**config.mk**
```make
export PLATFORM = sky130hd
export DESIGN_NAME = smm_seq_ctrl
export DESIGN_NICKNAME = d
export VERILOG_FILES = /design/src/rtl/smm_seq_ctrl.sv
export SDC_FILE = /design/constraint.sdc
export NUM_CORES = 1
export LEC_CHECK = 0
export CORE_UTILIZATION = 40
export CTS_BUF_LIST = sky130_fd_sc_hd__clkbuf_8
export CTS_CLUSTER_SIZE = 24
export DETAILED_ROUTE_END_ITERATION = 10
export PLACE_DENSITY = 0.74
export SYNTH_ARGS = -nofsm -noshare
export SYNTH_HDL_FRONTEND = slang
export SYNTH_SLANG_ARGS = --single-unit
export TNS_END_PERCENT = 100
```
**constraint.sdc**
```tcl
create_clock -name clk -period 1.3 [get_ports clk]
set_input_delay 0.26 -clock clk [delete_from_list [all_inputs] [get_ports clk]]
set_output_delay 0.26 -clock clk [all_outputs]
set_load 0.05 [all_outputs]
```
**src/rtl/smm_seq_ctrl.sv**
```systemverilog
// smm_seq_ctrl: sequencer for the Strassen multiply datapath. It loads the T/S
//   operand sums, issues products M1..M7 in lane-sized batches, waits M_LAT cycles
//   per batch, triggers the C combine and streams OUT_BEATS result beats.
// Latency: with out_ready held high, start at cycle t gives done at
//   t+2+NB*(1+M_LAT)+1+OUT_BEATS.
// Backpressure: out_ready low holds WRITE_OUT with out_beat stable, for as long as it stays low.
// Ports: clk/rst (async, active-high); start/abort from the scheduler;
//   out_ready from downstream; busy/done handshake; load_ts/issue_m/compute_c
//   one-cycle strobes; m_base/m_mask describe the batch in flight;
//   out_valid/out_beat carry the output stream.
module smm_seq_ctrl #(
    parameter int LANES     = 1,
    parameter int M_LAT     = 4,
    parameter int OUT_BEATS = 4,
    localparam int BEAT_W   = (OUT_BEATS > 1) ? $clog2(OUT_BEATS) : 1
) (
    input  logic              clk,
    input  logic              rst,
    input  logic              start,
    input  logic              abort,
    input  logic              out_ready,
    output logic              busy,
    output logic              load_ts,
    output logic              issue_m,
    output logic [2:0]        m_base,
    output logic [LANES-1:0]  m_mask,
    output logic              compute_c,
    output logic              out_valid,
    output logic [BEAT_W-1:0] out_beat,
    output logic              done
);

    localparam int NB     = (7 + LANES - 1) / LANES;
    localparam int WAIT_W = (M_LAT > 1) ? $clog2(M_LAT) : 1;

    localparam logic [2:0]        LAST_BATCH = 3'(NB - 1);
    localparam logic [WAIT_W-1:0] LAST_WAIT  = WAIT_W'(M_LAT - 1);
    localparam logic [BEAT_W-1:0] LAST_BEAT  = BEAT_W'(OUT_BEATS - 1);

    typedef enum logic [2:0] {
        S_IDLE,
        S_LOAD_TS,
        S_ISSUE_M,
        S_WAIT_M,
        S_COMPUTE_C,
        S_WRITE_OUT,
        S_DONE
    } state_t;

    state_t              state, state_nxt;
    logic [2:0]          batch, batch_nxt;
    logic [WAIT_W-1:0]   wcnt, wcnt_nxt;
    logic [BEAT_W-1:0]   beat, beat_nxt;
    logic [2:0]          base;

    always_ff @(posedge clk or posedge rst) begin
        if (rst) begin
            state <= S_IDLE;
            batch <= '0;
            wcnt  <= '0;
            beat  <= '0;
        end else begin
            state <= state_nxt;
            batch <= batch_nxt;
            wcnt  <= wcnt_nxt;
            beat  <= beat_nxt;
        end
    end

    always_comb begin
        state_nxt = state;
        batch_nxt = batch;
        wcnt_nxt  = wcnt;
        beat_nxt  = beat;

        busy      = (state != S_IDLE);
        load_ts   = 1'b0;
        issue_m   = 1'b0;
        m_base    = '0;
        m_mask    = '0;
        compute_c = 1'b0;
        out_valid = 1'b0;
        out_beat  = '0;
        done      = 1'b0;

        // batch*LANES never exceeds 6 for a legal batch index
        base = 3'(int'(batch) * LANES);

        case (state)
            S_IDLE: begin
                if (start) state_nxt = S_LOAD_TS;
            end
            S_LOAD_TS: begin
                load_ts   = 1'b1;
                batch_nxt = '0;
                state_nxt = S_ISSUE_M;
            end
            S_ISSUE_M: begin
                issue_m   = 1'b1;
                wcnt_nxt  = '0;
                state_nxt = S_WAIT_M;
            end
            S_WAIT_M: begin
                if (wcnt == LAST_WAIT) begin
                    if (batch != LAST_BATCH) begin
                        batch_nxt = batch + 3'd1;
                        state_nxt = S_ISSUE_M;
                    end else begin
                        state_nxt = S_COMPUTE_C;
                    end
                end else begin
                    wcnt_nxt = wcnt + WAIT_W'(1);
                end
            end
            S_COMPUTE_C: begin
                compute_c = 1'b1;
                beat_nxt  = '0;
                state_nxt = S_WRITE_OUT;
            end
            S_WRITE_OUT: begin
                out_valid = 1'b1;
                out_beat  = beat;
                if (out_ready) begin
                    if (beat == LAST_BEAT) state_nxt = S_DONE;
                    else                   beat_nxt  = beat + BEAT_W'(1);
                end
            end
            S_DONE: begin
                done      = 1'b1;
                state_nxt = S_IDLE;
            end
            default: state_nxt = S_IDLE;
        endcase

        // Batch descriptor stays visible for the whole issue + wait window.
        if (state == S_ISSUE_M || state == S_WAIT_M) begin
            m_base = base;
            for (int i = 0; i < LANES; i++) begin
                m_mask[i] = (int'(base) + i) < 7;
            end
        end

        // abort wins over every other transition, including the final beat
        if (abort && state != S_IDLE) state_nxt = S_IDLE;

        // Counters always restart from zero whenever the sequencer idles.
        if (state_nxt == S_IDLE) begin
            batch_nxt = '0;
            wcnt_nxt  = '0;
            beat_nxt  = '0;
        end
    end

endmodule

```
# Word level (Yosys, flattened, before mapping)
# Cells that the tools add are included.
[totals]
wordCells = 59
in_bits = 5
regBits = 10
[op_classes]
reduce_logical = 11
magnitude_cmp = 1
n_addsub = 3
n_mux = 26
eq_ne = 14
[op_table]
columns = ["op", "count"]
rows = [
  ["2-to-1 mux 3 bit", 10],
  ["case mux 3 bit (6 select lines)", 1],
  ["2-to-1 mux 2 bit", 6],
  ["nonzero test 3 bit", 4],
  ["equality test 3 bit, second input constant", 3],
  ["inequality test 3 x 2 -> 1 bit, second input constant", 3],
  ["inequality test 3 bit, second input constant", 3],
  ["case mux 2 bit (2 select lines)", 2],
  ["equality test 3 x 2 -> 1 bit, second input constant", 2],
  ["logical NOT 3 bit", 2],
  ["2-to-1 mux 1 bit", 6],
  ["case mux 3 bit (2 select lines)", 1],
  ["AND reduction 3 bit", 2],
  ["adder 2 x 1 -> 2 bit, second input constant", 2],
  ["equality test 2 bit, second input constant", 2],
  ["adder 3 x 1 -> 3 bit, second input constant", 1],
  ["equality test 3 x 1 -> 1 bit, second input constant", 1],
  ["less-than comparator 3 bit, second input constant", 1],
  ["AND reduction 2 bit", 1],
  ["logical AND 1 bit", 1],
  ["logical OR 1 bit", 1],
]

# Longest topological paths before layout
[logic_depth]
depth_word = 8
ltp_mapped = 6

# Least setup slack after synthesis
# OpenSTA, ideal clock, no wires.
[synth_path]
path_type = "reg-to-output"
from = "register state[2]"
to = "output m_mask"
t_arrival_ns = 1.474
setup_slack_ns = -0.434
stages_incl_launch_ff = 3
path_buffers = 0
required_time_ns = 1.040
cell_sequence = "dfrtp_1 -> nand2b_2 -> a31oi_1"
[synth_via]
elab_chain_cells = 3
word_cells_on_any_way = 4
classes_between = "eq/ne (2); mux (1); reduce/logical (1)"
[synth_rtl]
columns = ["item", "line", "text"]
rows = [
  ["start, declared", "50", "state_t state, state_nxt;"],
  ["start signal, assigned", "63", "state <= state_nxt;"],
  ["equality test 3 x 2 -> 1 bit", "136", "if (state == S_ISSUE_M || state == S_WAIT_M) begin"],
  ["logical OR 1 bit *", "136", ""],
  ["2-to-1 mux 1 bit *", "136", ""],
  ["end, declared", "26", "output logic [LANES-1:0] m_mask,"],
]
# Every way passes the cells marked *; elsewhere a longest branch is shown, timed or not.

# Final worst setup path
[layout_path]
from = "register state[1]"
to = "output out_beat[1]"
[layout_via]
elab_chain_cells = 2
[layout_rtl]
columns = ["item", "line", "text"]
rows = [
  ["equality test 3 bit", "89", "case (state)"],
  ["2-to-1 mux 2 bit", "89", ""],
  ["end, declared", "29", "output logic [BEAT_W-1:0] out_beat,"],
]
# No other way between the ends.

==> results.cfg <==
[drt]
drc_errors = 0
initialDrtViolationCount = 12
drt-pass1-iter-count = 4
avgRoutedWirePerCell_microns = 14.6
detailroute.via_count = 825
viasPerCell = 5.39
wirelength_microns = 2230
final_antenna_net_count = 0

[timing]
worst_clock_skew_ns = 0.00152
worst_slack_ns = -0.282
final_max_slew_viol_count = 0
final-hold-violation-count = 0
setup_repair_after_global_routing_missed_its_margin = true
slew_at_the_pin_closest_to_its_max_slew_limit_ns = 0.390
max_slew_headroom_pct = 73.9
setup_violations = 19
setup_tns_ns = -3.15
min_period_over_period_pct = 122
final_period_minus_worst_setup_slack_ns = 1.58
timing.fmax_mhz = 632

[worst_setup_path]
cp_num_buf_inv = 1
crit_path_cells = and2b_1 > and3_2 > buf_12
worst_setup_path_end_kind = primary output
critical_path_peak_fanout = 9
criticalPathCategory = reg -> out
timing.critical_path.slowest_stage_cell = sky130_fd_sc_hd__dfrtp_2
cpLargestDelayFamily = flip-flops
cp_slowest_stage_delay_ns = 0.48
cp.arrival_ns = 1.32
critPathRequiredTime_ns = 1.04
timing.critical_path.from_type = register

[global_route]
grtUsageTotal_pct = 22.9
number_of_antenna_violations_at_the_first_check_in_global_routing = 0
grt_pass1_wl_microns = 3340
first_global_vias = 786
maximum_number_of_pins_on_one_net_before_global_route_repair = 11
global_route.overflow_total = 0

[die]
die_w_microns = 45.9
io_pins = 17
rows = 15
start_util_pct = 43.8
core_area_sq_um = 1760
floorplan.die_area_sq_um = 2110
die_height_microns = 45.9

[synth]
yosysSeqAreaShare_pct = 32.4
synth.cell_area_sq_um = 772
synth-seq-cells = 10
most_common_cell_in_the_netlist = sky130_fd_sc_hd__nor2_1
synth.net_count = 97
syn_inst = 87
post-synth-top-area-cell = sky130_fd_sc_hd__dfrtp_1
number_of_warnings_reported_in_the_yosys_synthesis_log = 0
synth.avg_cell_area_sq_um = 8.87
asyncSetResetFlopFracSynth_pct = 100
synth_top_cells_by_area = sky130_fd_sc_hd__dfrtp_1 32%, sky130_fd_sc_hd__ha_1 8.1%, sky130_fd_sc_hd__nor2_1 5.3%, sky130_fd_sc_hd__and2_1 3.2%, sky130_fd_sc_hd__and3_1 3.2%
post_synth_edffs = 0
synth_top_cells_by_count = 11 x sky130_fd_sc_hd__nor2_1, 10 x sky130_fd_sc_hd__dfrtp_1, 6 x sky130_fd_sc_hd__nand2_1, 5 x sky130_fd_sc_hd__ha_1, 5 x sky130_fd_sc_hd__inv_1
synth_cell_types = 36
post-synth-top-area-fraction_pct = 32.4
dominantRegCellSynth = sky130_fd_sc_hd__dfrtp_1

[place]
placed_area_sq_um = 1250
globalplace.congestion = 0.863
numPortBuffers = 16
dp.final_hpwl_microns = 1650

[finish]
antenna-diode-count = 0
nFillCells = 124
post-route-util_pct = 78.0
syn_to_final_growth_pct = 78.3
fin_area_sq_um = 1380
final_nets = 140
drive_gt1_share_pct = 53.1

[clocking]
root_buffer = sky130_fd_sc_hd__clkbuf_8
clk_latency_ns = 0.24
worst_setup_hold_path_clk_slew_ns = 0.05
cts_buffer_depth = 2
cts_tree = built
cts_inserted_buffers = 3
cts_num_sinks = 10
cts-htree-levels = 1

[pwr]
cellPowerDensity_nw_per_um2 = 1020
vdd.ir_drop.worst_v = 0.000929
power_mw = 1.40
static-leakage-power_nw = 0.627

[status]
outcome = finished, violations left
failing_checks = setup timing

[worst_hold_path]
hold_path_class = in -> async

[run]
timing.max_cap.violations = 0
## what timing repair did
| item | CTS | global route |
|---|---|---|
| hold buffers | 0 | 0 |
| setup endpoints to repair | 21 | 21 |
| pin swaps | 1 | 0 |
| setup buffers | 3 | 1 |
| gates resized for setup | 8 | 11 |
## registers in the layout, indices dropped and copies added (netlist names)
signal,flops
batch,3
beat,2
state,3
wcnt,2
## report_power, final
group	leakage, nW	switching, mW	internal, mW	total (mW)
Sequential	0.132	0.0490	0.335	0.384
Clock	0.0216	0.121	0.203	0.324
Combinational	0.473	0.344	0.352	0.696
Total	0.627	0.514	0.889	1.40
## cell type report
type | instances | area, sq um | area share (%)
clock buffers | 3 | 41.3 | 3.00
inverters | 5 | 18.8 | 1.36
multi-input cells | 69 | 557 | 40.5
flip-flops and latches | 10 | 254 | 18.5
well taps | 25 | 31.3 | 2.27
repair buffers | 41 | 474 | 34.5
## layer usage
metal	track usage [%]	vias to the layer above	part of all wire (%)
met2	39.4	35	50
met5	0	-	0
met1	27.1	392	43
met4	10.0	0	2.4
li1	-	392	-
met3	4.76	6	5.0
## worst paths after layout
kind / endpoint / cells past startpoint / slack [ns] / start
setup / recovery: out_beat[1] / 3 / -0.28 / state[1]
hold / removal: wcnt[0] / 2 / 0.30 / rst
setup reg to reg: batch[2] / 5 / -0.08 / state[1]
hold reg to reg: beat[1] / 2 / 0.58 / beat[1]
max in group asynchronous: state[1] / 2 / 0.70 / rst
min in group clk: state[1] / 2 / 0.44 / abort
## cells by family (layout without fill, tap and decap cells)
| group | Yosys count | count (layout) | share of synthesized area [%] |
|---|---|---|---|
| AO/OA/AOI/OAI | 18 | 18 | 18.5 |
| XOR/XNOR | 1 | 1 | 1.13 |
| adder cells (fa/ha/maj) | 5 | 5 | 8.10 |
| buffers and inverters | 8 | 49 | 5.51 |
| flip-flops | 10 | 10 | 32.4 |
| multiplexers | 1 | 1 | 1.30 |
| AND/OR/NAND/NOR | 44 | 44 | 33.1 |
## cells in the final DEF (no fill, tap or decap), drive strengths merged
master and instances:
a211oi 1, a21oi 6, a311oi 1, a31oi 1, a32o 1, a32oi 2, and2 4, and2b 2
and3 4, and3b 1, buf 37, clkbuf 3, clkdlybuf4s50 3, dfrtp 10, dlymetal6s2s 1, ha 5
inv 5, mux2i 1, nand2 6, nand2b 1, nand3 2, nand3b 2, nand4 1, nand4b 1
nor2 11, nor2b 3, nor3 4, nor3b 1, o21a 1, o21ai 3, o32a 2, or3 1
xor2 1
## per-stage QoR
| stage | worst slack, ns | hold slack (ns) | std cells |
|---|---|---|---|
| 3_5_place_dp | -0.291 | 0.570 | 146 |
| 2_1_floorplan | -0.146 | 0.100 | 87 |
| 3_3_place_gp | -0.175 | 0.529 | 146 |
| 6_report | -0.282 | 0.301 | 153 |
| 5_1_grt | -0.324 | 0.369 | 153 |
| 4_1_cts | -0.287 | 0.315 | 152 |
Power figures use the tool's default switching activity.
==> variant 1 (same settings) <==
Re-encode `state_t` (7 states) as Gray code, 3 bits wide.
--- a/src/rtl/smm_seq_ctrl.sv
+++ b/src/rtl/smm_seq_ctrl.sv
@@ -38,13 +38,13 @@
     localparam logic [BEAT_W-1:0] LAST_BEAT  = BEAT_W'(OUT_BEATS - 1);
 
     typedef enum logic [2:0] {
-        S_IDLE,
-        S_LOAD_TS,
-        S_ISSUE_M,
-        S_WAIT_M,
-        S_COMPUTE_C,
-        S_WRITE_OUT,
-        S_DONE
+        S_IDLE      = 3'b000,
+        S_LOAD_TS   = 3'b001,
+        S_ISSUE_M   = 3'b011,
+        S_WAIT_M    = 3'b010,
+        S_COMPUTE_C = 3'b110,
+        S_WRITE_OUT = 3'b111,
+        S_DONE      = 3'b101
     } state_t;
 
     state_t              state, state_nxt;
Function: same outputs for any inputs over 10 cycles, from zero or initial values and one cycle with rst high; not proved beyond that.
==> variant 1 against the original RTL <==
- the flow still finishes with violations (negative setup slack)
- sequential cell count stayed put
- worst setup slack gained 0.018 ns
- core utilization rose by 6.2 points
- sequential share of layout area is 1.2 points lower
- combinational power up 14%
- power up 13%
- area after synthesis decreased by 1.8%
- via count shrank 1.5%
- wire length is 20% higher
- design area increased by 6.8%
- critical path type unchanged
==> variant 1: results (changes against the original RTL) <==
Outcome
  • Status: complete, but fails checks
  • Failing checks: negative setup slack

Setup path
  • CP peak stage delay: 0.46 ns (-0.02 ns)
  • CP Max Fanout: 6 (-3)
  • Critical Path AT: 1.30 ns (-0.02 ns)
  • CP delay by family, top: simple AND/OR/NAND/NOR gates
  • Reg2reg path depth: 6 (+1)
  • Worst setup path endpoint: issue_m
  • FF-to-FF End: beat[0]
  • CP Launch Point: state[2]
  • Worst R2R Setup Slack: -0.19 ns (-0.11 ns)
  • Slowest cell on crit path: dfrtp_2

Layout
  • Antenna diodes: 0 (unchanged)
  • Nets: 141 (+0.71%)
  • Share of layout cells above drive strength 1: 66.4% (+13 points)
  • Largest regs: batch: 3 flops, state: 3 flops

Place
  • Dpl hpwl: 1540 um (-6.7%)
  • Placed Area: 0.00123 mm^2 (-1.1%)
  • GP Congestion: 0.814 (-5.7%)
  • Post-placement cell count: 140 (-4.1%)
  • Port buffer count: 16 (unchanged)
  • Post-place setup slack: -0.232 ns (+0.0581 ns)

Synthesis
  • Synthesized area per cell: 9.25 um^2 (+4.2%)
  • Netlist cell types: 31 (-14%)
  • Top post-synthesis cells by area: dfrtp_1, ha_1, a21oi_2, and2_1, nor2_1
  • Post-synth ARST share: 100% (unchanged)
  • Synthesized Nets: 91 (-6.2%)
  • Most instantiated cells after synthesis: dfrtp_1, nor2_1, nand2_1, and2_1
  • Yosys Warn Count: 0 (unchanged)
  • Seq/Total Area, Yosys: 33.0% (+0.59 points)

Detailed routing
  • WL met3: 94 um (-15%)
  • Wire length per cell after detailed routing: 17.1 um (+17%)
  • DR vias: 813 (-1.5%)
  • Metal-1 WL: 1040 um (+8.0%)
  • Post-Route WL: 2670 um (+20%)
  • Max Used Layer: met4
  • DRT iter0 DRCs: 14 (+2)
  • Met2 WL: 1460 um (+32%)
  • First drt pass iteration count: 4 (unchanged)

CTS
  • Clock buffer count from CTS: 3 (unchanged)
  • CTS Buffer Depth: 2 (unchanged)
  • Reg clk slew, reported paths: 0.06 ns
  • Clock Latency Late Sink: 0.24 ns (about the same)
  • Root Buffer: clkbuf_8
  • H-Tree Depth: 1 (unchanged)

Pwr
  • Leak pwr: 0.649 nW (+3.5%)
  • Max rail drop VDD: 1.03 mV (+11%)

STA
  • Final Skew: 0.00708 ns (+0.00556 ns)
  • Least-Margin Pin Slew: 0.401 ns (+0.0102 ns)
  • Setup-failing EPs final: 20 (+1)
  • Worst setup margin: -0.264 ns (+0.0178 ns)

Global routing
  • Largest net degree at the start of global routing: 11 (unchanged)
  • GR Util All Layers: 25.2% (+2.3 points)
  • Initial antenna violation count: 0 (unchanged)
  • First-pass GRT wire length: 3590 um (+7.5%)
  • Number of global-route vias before repair: 787 (+0.13%)

Worst hold path
  • Worst hold path class: input port to asynchronous set/reset pin
==> variant 1: changes by cell type in the layout (fill, tap and decap cells not counted), moves of 3 or more <==
cell      before  now
buf_4         24   28
buf_6          1    5
inv_1          4    1
nand2b_1       0    3
nor2_1         7    4
nor2_2         2    5
==> variant 1: power by group <==
group | total, mW | internal (mW) | switching, mW
clock | 0.409 | 0.267 | 0.142
combinational | 0.794 | 0.399 | 0.395
sequential | 0.387 | 0.340 | 0.0473
total | 1.59 | 1.01 | 0.584
==> variant 1: kinds of logic after synthesis <==
logic type,count (synthesis),synth area share [%]
AND/OR/NAND/NOR,43,33.0
adder cells (fa/ha/maj),4,6.60
flip-flops,10,33.0
buffers and inverters,6,5.11
AO/OA/AOI/OAI,17,19.6
multiplexers,2,2.64
==> variant 1: worst reg2reg max path: cells and delay by family (launching register included) <==
kind | cells | cell delay, ns
AND/OR/NAND/NOR | 2 | 0.18
buffers and inverters | 3 | 0.45
flip-flops | 1 | 0.46
AO/OA/AOI/OAI | 1 | 0.28
==> variant 1: worst min path at each step <==
stage | endpoint | slack (ns) | depth (start not counted)
CTS | batch[2] | 0.32 | 2
finish | batch[2] | 0.30 | 2
global placement | wcnt[0] | 0.56 | 2
global route | batch[2] | 0.37 | 2
detailed placement | wcnt[0] | 0.57 | 2
floorplan | batch[0] | 0.10 | 1
==> variant 1: layer usage <==
metal / up-vias / GRT usage (%)
li1: 379 / -
met1: 395 / 26.2
met2: 29 / 45.7
met3: 10 / 7.14
met4: 0 / 12.1
met5: - / 0
==> variant 1: what timing repair did <==
action,4_1_cts,5_1_grt
resized for setup,20,9
setup buffers,11,1
setup endpoints to repair,20,20
pin swaps,7,3
==> variant 1: cell type report <==
class | count | area [um^2]
clock buffer | 4 | 55.1
sequential | 10 | 254
timing repair buffer | 48 | 527
inverter | 3 | 15.0
multi-input combinational | 66 | 588
tap | 25 | 31.3
fill | 88 | 275
==> variant 1: stage by stage <==
step	hold slack, ns	setup TNS (ns)
2_1_floorplan	0.100	-1.32
3_3_place_gp	0.562	-1.96
3_5_place_dp	0.568	-2.28
4_1_cts	0.319	-3.00
5_1_grt	0.367	-4.84
6_report	0.296	-4.09
==> variant 2 (same flow settings) <==
Made on the original files. Set the parameter `M_LAT` to 8 (it was 4).
--- a/src/rtl/smm_seq_ctrl.sv
+++ b/src/rtl/smm_seq_ctrl.sv
@@ -10,7 +10,7 @@
 //   out_valid/out_beat carry the output stream.
 module smm_seq_ctrl #(
     parameter int LANES     = 1,
-    parameter int M_LAT     = 4,
+    parameter int M_LAT     = 8,
     parameter int OUT_BEATS = 4,
     localparam int BEAT_W   = (OUT_BEATS > 1) ? $clog2(OUT_BEATS) : 1
 ) (
Check against the original RTL: not equivalent (Yosys sat finds a counterexample within 10 cycles, from zero or initial values and one cycle with rst high).
==> variant 2 against the original RTL <==
- the flow still finishes with violations (negative setup slack)
- worst hold slack improved by 0.017 ns
- design area rose by 17%
- worst setup slack got worse by 0.024 ns
- clock power rose by 9.0%
- sequential cell count rose by 1
- wire length rose by 61%
- area after synthesis fell by 0.32%
- power rose by 9.9%
- count of clock-buffer cells in the layout did not move
- via count rose by 19%
- final cell count rose by 6.5%
- first-iteration DRC count rose to 3.3 times the old value
- largest power group unchanged
==> variant 2: results (changes against the original RTL) <==
STA
  • Setup-failing EPs final: 23 (+4)
  • Worst setup margin: -0.306 ns (-0.0235 ns)
  • Final Skew: 0.00244 ns (+0.000926 ns)
  • Least-Margin Pin Slew: 0.447 ns (+0.0567 ns)

Synthesis
  • Post-synth ARST share: 100% (unchanged)
  • Yosys Warn Count: 0 (unchanged)
  • Cells after Synth: 94 (+8.0%)
  • Seq/Total Area, Yosys: 35.8% (+3.4 points)
  • Netlist cell types: 28 (-22%)
  • Synthesized Nets: 105 (+8.2%)
  • Primary flip-flop cell chosen by synthesis mapping: dfrtp_1
  • Most instantiated cells after synthesis: nand2_1, dfrtp_1, nor2_1, a21oi_1, ha_1
  • Top post-synthesis cells by area: dfrtp_1, ha_1, nand2_1, nor2_1, a21oi_1

Detailed routing
  • Wire length per cell after detailed routing: 22.1 um (+52%)
  • First drt pass iteration count: 4 (unchanged)
  • DRT iter0 DRCs: 39 (+27)
  • DR vias: 978 (+19%)

Global routing
  • Largest net degree at the start of global routing: 12 (+1)
  • Number of global-route vias before repair: 986 (+25%)
  • First-pass GRT wire length: 4580 um (+37%)
  • Initial antenna violation count: 0 (unchanged)
  • GR Util All Layers: 32.4% (+9.5 points)

Outcome
  • Status: complete, but fails checks
  • Failing checks: negative setup slack

Pwr
  • Max rail drop VDD: 0.982 mV (+5.7%)
  • Leak pwr: 0.632 nW (+0.80%)

Layout
  • Fin cells: 163 (+6.5%)
  • Nets: 150 (+7.1%)
  • Largest regs: batch: 3 flops, state: 3 flops, wcnt: 3 flops
  • Antenna diodes: 0 (unchanged)
  • Share of layout cells above drive strength 1: 67.4% (+14 points)

CTS
  • Root Buffer: clkbuf_8
  • Clock Latency Late Sink: roughly 0.25 ns
  • H-Tree Depth: 1 (unchanged)
  • Clock buffer count from CTS: 3 (unchanged)
  • CTS Buffer Depth: 2 (unchanged)
  • Reg clk slew, reported paths: 0.05 ns (about the same)

Place
  • Dpl hpwl: 1760 um (+6.2%)
  • GP Congestion: 0.816 (-5.4%)
  • Port buffer count: 16 (unchanged)

Setup path
  • Critical Path AT: 1.35 ns (+0.03 ns)
  • CP Max Fanout: 4 (-5)

Worst hold path
  • Worst hold path class: input port to asynchronous set/reset pin
-- variant 2: cell count changes after synthesis, moves of 3 or more --
| cell | unedited run | this run |
|---|---|---|
| a31oi_1 | 1 | 4 |
| nand2b_1 | 0 | 3 |
| a21oi_1 | 4 | 7 |
| nand2_1 | 6 | 12 |
-- variant 2: routing by layer --
layer	share of wire, %	vias to the layer above	global-route usage, %
li1	-	418	-
met1	38	487	37.2
met2	52	59	53.0
met3	7.0	14	9.52
met4	3.3	0	18.8
met5	0	-	0
-- variant 2: area by class of cell --
cell class | count | area [um^2]
Sequential cell | 11 | 280
Tap cell | 25 | 31.3
Clock inverter | 1 | 3.75
Clock buffer | 3 | 41.3
Multi-Input combinational cell | 75 | 721
Fill cell | 76 | 149
Timing Repair Buffer | 43 | 519
Inverter | 5 | 18.8
-- variant 2: kinds of logic (layout without fill, tap and decap cells) --
family | Yosys count | count (layout) | synth area share, %
AOI/OAI and AO/OA | 20 | 20 | 16.9
adders and majority gates | 6 | 6 | 9.76
buffers and inverters | 8 | 52 | 4.23
DFF | 11 | 11 | 35.8
and+or+nand+nor | 49 | 49 | 33.3
-- variant 2: path summary, 6_finish.rpt --
check	from	endpoint	slack (ns)	cells after the start
setup / recovery	state[2]	busy	-0.31	3
hold / removal	rst	wcnt[1]	0.32	2
setup reg to reg	wcnt[0]	batch[0]	-0.28	5
hold reg to reg	beat[0]	beat[0]	0.63	2
max in group asynchronous	rst	state[2]	0.65	2
min in group clk	beat[0]	beat[0]	0.63	2
-- variant 2: power breakdown --
part           internal, mW  switching, mW
Combinational         0.342          0.446
Sequential            0.362         0.0400
Clock                 0.209          0.145
-- variant 2: per-stage QoR --
step | setup TNS (ns) | power [mW] | cell area, um^2 | worst slack (ns)
2_1_floorplan | -0.662 | 0.714 | 853 | -0.188
3_3_place_gp | -1.01 | 0.967 | 1290 | -0.159
3_5_place_dp | -2.03 | 0.983 | 1290 | -0.265
4_1_cts | -3.30 | 1.38 | 1500 | -0.286
5_1_grt | -4.69 | 1.59 | 1620 | -0.328
6_report | -4.11 | 1.54 | 1620 | -0.306
-- variant 2: timing repair --
item                       CTS  global route
pin swaps                    6            12
setup endpoints to repair   19            23
setup buffers                7             2
gates resized for setup     29            34
cloned                       0             0
-- variant 2: worst max-delay path: stages (launching register included) --
cell	delay, ns
dfrtp_2	0.44
buf_6	0.13
or3_4	0.37
buf_8	0.16
